## config.mk

```make
export PLATFORM = sky130hd
export DESIGN_NAME = cfg_seq
export DESIGN_NICKNAME = d
export VERILOG_FILES = /design/src/rtl/cfg_seq.sv
export SDC_FILE = /design/constraint.sdc
export NUM_CORES = 1
export LEC_CHECK = 0
export BUFFER_PORTS_ARGS = -buffer_cell sky130_fd_sc_hd__buf_2
export CAP_MARGIN = 10
export CORE_MARGIN = 4
export CORE_UTILIZATION = 45
export CTS_CLUSTER_SIZE = 10
export DETAILED_ROUTE_END_ITERATION = 6
export GPL_TIMING_DRIVEN = 0
export PLACE_DENSITY = 0.73
export SLEW_MARGIN = 20
export SYNTH_ARGS = -nofsm -noshare
export SYNTH_HDL_FRONTEND = slang
export SYNTH_SLANG_ARGS = --single-unit
```

## constraint.sdc

```tcl
create_clock -name clk -period 2.5 [get_ports clk]
set_input_delay 0.125 -clock clk [delete_from_list [all_inputs] [get_ports clk]]
set_output_delay 0.125 -clock clk [all_outputs]
set_load 0.05 [all_outputs]
```

## src/rtl/cfg_seq.sv

```systemverilog
// Coefficient loader: streams CFG_DATA words into consecutive register-file
// addresses over a SETUP/ACCESS write handshake, raising one region enable per word.
module cfg_seq #(
  parameter int ADDR_WIDTH = 7,
  parameter int DATA_WIDTH = 32,
  parameter int TAPS       = 72,
  parameter int NUM_DENUM  = 5,
  parameter int TMO        = 4
) (
  input  logic                  clk,
  input  logic                  rst,
  input  logic                  START,
  input  logic [ADDR_WIDTH-1:0] BASE_ADDR,
  input  logic [ADDR_WIDTH-1:0] COUNT,
  input  logic [DATA_WIDTH-1:0] CFG_DATA,
  input  logic                  CFG_VLD,
  output logic                  CFG_RDY,
  output logic                  PWRITE,
  output logic                  PENABLE,
  output logic [ADDR_WIDTH-1:0] DATA_ADDR,
  output logic [DATA_WIDTH-1:0] DATA_IN,
  input  logic                  PREADY,
  output logic                  FRAC_DECI_EN,
  output logic                  IIR_EN,
  output logic                  CIC_EN,
  output logic                  CTRL_EN,
  output logic                  FIR_EN,
  output logic                  BUSY,
  output logic                  DONE,
  output logic                  ERR
);
  localparam int AW1 = ADDR_WIDTH + 1;
  localparam int TW  = $clog2(TMO + 1);
  // Region bounds held one bit wider than the address so they never wrap.
  localparam logic [AW1-1:0] IIR_LO  = AW1'(TAPS);
  localparam logic [AW1-1:0] CIC_A   = AW1'(TAPS + NUM_DENUM);
  localparam logic [AW1-1:0] LAST_A  = AW1'(TAPS + NUM_DENUM + 6);
  localparam logic [TW-1:0]  TMO_LST = TW'(TMO - 1);

  typedef enum logic [1:0] {IDLE, WAIT_DATA, SETUP, ACCESS} state_e;

  state_e                state_q, state_d;
  logic [ADDR_WIDTH-1:0] addr_q, addr_d;
  logic [ADDR_WIDTH-1:0] rem_q, rem_d;
  logic [TW-1:0]         tmo_q, tmo_d;
  logic [DATA_WIDTH-1:0] data_q, data_d;
  logic                  done_q, done_d;
  logic                  err_q, err_d;
  logic [AW1-1:0]        end_addr, a_ext;
  logic                  phase;

  assign end_addr = {1'b0, BASE_ADDR} + {1'b0, COUNT} - AW1'(1);
  assign a_ext    = {1'b0, addr_q};

  always_ff @(posedge clk) begin
    if (rst) begin
      state_q <= IDLE;
      addr_q  <= '0;
      rem_q   <= '0;
      tmo_q   <= '0;
      data_q  <= '0;
      done_q  <= 1'b0;
      err_q   <= 1'b0;
    end else begin
      state_q <= state_d;
      addr_q  <= addr_d;
      rem_q   <= rem_d;
      tmo_q   <= tmo_d;
      data_q  <= data_d;
      done_q  <= done_d;
      err_q   <= err_d;
    end
  end

  always_comb begin
    state_d = state_q;
    addr_d  = addr_q;
    rem_d   = rem_q;
    tmo_d   = tmo_q;
    data_d  = data_q;
    done_d  = 1'b0;
    err_d   = 1'b0;
    unique case (state_q)
      IDLE: if (START) begin
        addr_d = BASE_ADDR;
        rem_d  = COUNT;
        if (COUNT == '0)             done_d  = 1'b1;
        else if (end_addr > LAST_A)  err_d   = 1'b1;
        else                         state_d = WAIT_DATA;
      end
      WAIT_DATA: if (CFG_VLD) begin
        data_d  = CFG_DATA;
        state_d = SETUP;
      end
      SETUP: begin
        tmo_d   = '0;
        state_d = ACCESS;
      end
      ACCESS: begin
        if (PREADY) begin
          addr_d = addr_q + ADDR_WIDTH'(1);
          rem_d  = rem_q - ADDR_WIDTH'(1);
          if (rem_q == ADDR_WIDTH'(1)) begin
            state_d = IDLE;
            done_d  = 1'b1;
          end else begin
            state_d = WAIT_DATA;
          end
        end else if (tmo_q == TMO_LST) begin
          // Stalled slave: drop the remaining words rather than hang.
          state_d = IDLE;
          rem_d   = '0;
          err_d   = 1'b1;
        end else begin
          tmo_d = tmo_q + TW'(1);
        end
      end
      default: state_d = IDLE;
    endcase
  end

  assign phase     = (state_q == SETUP) || (state_q == ACCESS);
  assign CFG_RDY   = (state_q == WAIT_DATA);
  assign PWRITE    = phase;
  assign PENABLE   = (state_q == ACCESS);
  assign DATA_ADDR = phase ? addr_q : '0;
  assign DATA_IN   = data_q;
  assign BUSY      = (state_q != IDLE);
  assign DONE      = done_q;
  assign ERR       = err_q;
  assign FIR_EN    = 1'b0;

  always_comb begin
    FRAC_DECI_EN = 1'b0;
    IIR_EN       = 1'b0;
    CIC_EN       = 1'b0;
    CTRL_EN      = 1'b0;
    if (phase) begin
      if (a_ext < IIR_LO)       FRAC_DECI_EN = 1'b1;
      else if (a_ext < CIC_A)   IIR_EN       = 1'b1;
      else if (a_ext == CIC_A)  CIC_EN       = 1'b1;
      else if (a_ext <= LAST_A) CTRL_EN      = 1'b1;
    end
  end
endmodule
```

==> results.md <==
- Seq pwr share: 35.7%
- NetSw: 1.36 mW
- CP arrival: 2580 ps
- Yosys warning count: 0
- Most Crowded Layer GR: met2
- Final setup vio count: 0
- Max-cap check violation count: 0
- Placed inst area: around 3600 µm²
- Leading area contributor after synthesis: dfxtp_1
- Worst Path Max Fanout: 2
- First-pass GRT wire length: around 12,000 µm
- Fill count: approximately 650
- Initial DRT Pass Iterations: 4
- Final Hold Fails: 0
- Antenna-violating nets left: 0
- Most frequent cell after synthesis: nand2_1
- Comb power frac: between 40% and 50%
- Dominant combinational cell family by area after synthesis: simple AND/OR/NAND/NOR gates
- Leak pwr: roughly 1.7 nW
- Setup TNS: 0 ps
- Clk root buf: clkbuf_8
- Global Route met3 Usage: 3.50%
- GRT Overall Usage: around a fifth
- Clock share of power: between 10% and 20%
- Largest net degree at the start of global routing: 18
- Total power: ~3.1 mW
- Async set or reset register ratio after synthesis: 0%
- Most instantiated cells after synthesis: nand2_1, dfxtp_1, inv_1
- Clk_lat worst skew: 300 ps
- Met1 Usage GRT: approximately a quarter
- RSZ-0062 raised after global routing: no
- Net count, final: slightly below 600
- Max-slew violations: 0
- Full die area: approximately 8000 µm²
- Post-synth EDFFs: 0
- Vias per cell: 5.11
- Grt met2 use: between 30% and 40%
- Hpwl dp: ~6000 µm
- Avg WL per Cell: between 10 and 15 µm
- Die W: roughly 89 µm
- # DRC: 0
- Via count: between 3,000 and 4,000
- Clock Skew: ~8.4 ps
- Layout area overhead: 24.2%
- Design area: approximately 3700 µm²
- CTS tree: built
- Port Buffers: roughly 100
- Initial core utilization: 46.8%
- Synthesized area: 2990 µm²
- Synth unique cells: 47
- Endpoint class of the critical path: flip-flop
- Num CTS Buffers: 5
- Status: completed
- Post-synthesis cell count: a little over 400
- Post-synthesis simple-gate area fraction: between 20 and 25%
- Least-Margin Pin Slew: slightly above 600 ps
- Post-Syn Area per Cell: roughly 7.4 µm²
- Core ar.: around 6400 µm²
- Internal power: about 1.7 mW
- First DRT Iteration DRCs: roughly 120
- Layout cells sized above 1: ~23%
- Clk pin slew, worst setup/hold paths: approximately 100 ps
- Cell Rows: 29
- Multiplexer share of the synthesized area: under 10%
- Post-synthesis adder-cell area fraction: a little over a tenth
- Req. time, crit path: 2700 ps
- Area taken by multi-input logic gates: about 1700 µm²
- Syn_nets: 480
- Routed wire length: about 7500 µm
- Ant diodes: 0
- Top area cells in the synthesized netlist: dfxtp_1, nand2_1, ha_1
- Kind of critical path: primary input to flip-flop
- Top FF cell, synth: dfxtp_1
- Hold Crit Class: primary input to flip-flop
- Clk sink count: 53
- Power Density: around 820 nW/µm²
- Final period utilization: a little over nine tenths
- Synth top area share: between 30% and 40%
- Synth Register Bits: 53
- Initial antenna violation count: 0
- Total gr overflow: 0
- Number of H-tree levels: 2
- Register area share after synthesis: between 30% and 40%
- Switch share: 44.6%
- CP Launch Type: primary input
- VDD IR max: about 0.00054 V
- IO Pins: between 100 and 150
- Post-synthesis xor/xnor area fraction: around 1.2%
- Gp weighted congestion: around 0.85
- Minimum clock period: 2390 ps
- Register area: 1060 µm²
- Fin Hold WS: between 40 and 50 ps
- Clock Path Buffers: 2
- Max Clk Rate: roughly 420 MHz
- Post-synthesis compound-gate area fraction: ~18%
- Vias in the first global route: 2,675
- Die height: ~89 µm
- Relative slew slack: between 50% and 60%
[worst paths after layout]
| check | startpoint | to | slack [ps] | depth (start not counted) |
|---|---|---|---|---|
| worst min-delay path | CFG_DATA[3] | DATA_IN[3] | 50 | 3 |
| worst max register to register | state_q[0] | rem_q[0] | 250 | 8 |
| worst min register to register | DATA_IN[1] | DATA_IN[1] | 460 | 2 |
| worst max-delay path | BASE_ADDR[1] | state_q[0] | 110 | 13 |
[worst max-delay path, cell delays in order]
cell	delay, ps
buf_2	100
inv_1	90
ha_1	240
inv_1	60
ha_1	180
inv_1	60
fa_1	400
nand2b_1	180
a21oi_1	160
xnor2_1	140
a22oi_1	150
o32a_1	390
mux2_4	300
[stage by stage]
| step | instances | setup slack (ps) | util (%) |
|---|---|---|---|
| detailed placement | 579 | -232 | 56.4 |
| floorplan | 404 | 79.9 | - |
| global placement | 579 | -182 | 56.4 |
| global route | 588 | 20.9 | 58.1 |
| finish | 588 | 113 | 58.1 |
| CTS | 587 | 93.5 | 58.0 |
[flip-flops by register name (all words and copies together), names as in the netlist]
register / flops
DATA_IN: 32
DONE: 1
rem_q: 7
state_q: 2
tmo_q: 3
ERR: 1
addr_q: 7
[final cells by class]
type                    instances  share of cell area (%)
repair buffers                 99                    13.4
clock buffers                   6                    2.23
well taps                      77                    2.60
inverters                      38                    3.84
plain buffers                  23                    2.49
multi-input cells             290                    46.4
flip-flops and latches         53                    28.6
clock inverters                 2                   0.438
[cell families (layout without fill, tap and decap cells)]
kind of cell / count (synthesis) / after routing
AO/OA/AOI/OAI: 88 / 88
adder cells (fa/ha/maj): 25 / 25
flip-flops: 53 / 53
multiplexers: 5 / 5
buffers and inverters: 61 / 168
other: 1 / 1
XOR/XNOR: 4 / 4
AND/OR/NAND/NOR: 167 / 167
[power by group through the flow]
stage	Sequential (mW)	Combinational, mW	Clock (mW)
finish	1.09	1.45	0.518
global route	1.11	1.60	0.574
CTS	1.09	1.43	0.541
detailed placement	1.11	1.43	0
global placement	1.10	1.39	0
floorplan	1.27	0.923	0
[per-layer routing]
layer	part of all wire [%]	wire (µm)
met5	0	0
met4	1.8	132
met3	5.1	382
met2	47	3550
met1	46	3410
[layout by cell type (no fill, tap or decap), types with 4 or more instances in the layout]
master    netlist  routed
dfxtp_1        53      53
nand2_1        87      87
o22ai_1         4       4
nor3_1          7       7
nand2b_1        8       8
clkbuf_8        0       6
o21ai_0        13      13
inv_1          38      37
nor2_1         37      37
and2_1          7       7
buf_2           2     100
clkbuf_1       20      20
mux2i_1         4       4
nand3_1         6       6
ha_1           24      23
a22oi_1         9       9
a21oi_1        37      37
o221ai_1        4       4
[repair_timing]
action                     4_1_cts  5_1_grt
setup endpoints to repair        0        1
hold buffers                     0        0
gates resized for setup          0        0
buffers inserted                 0        1
(Power assumes the default switching activity.)
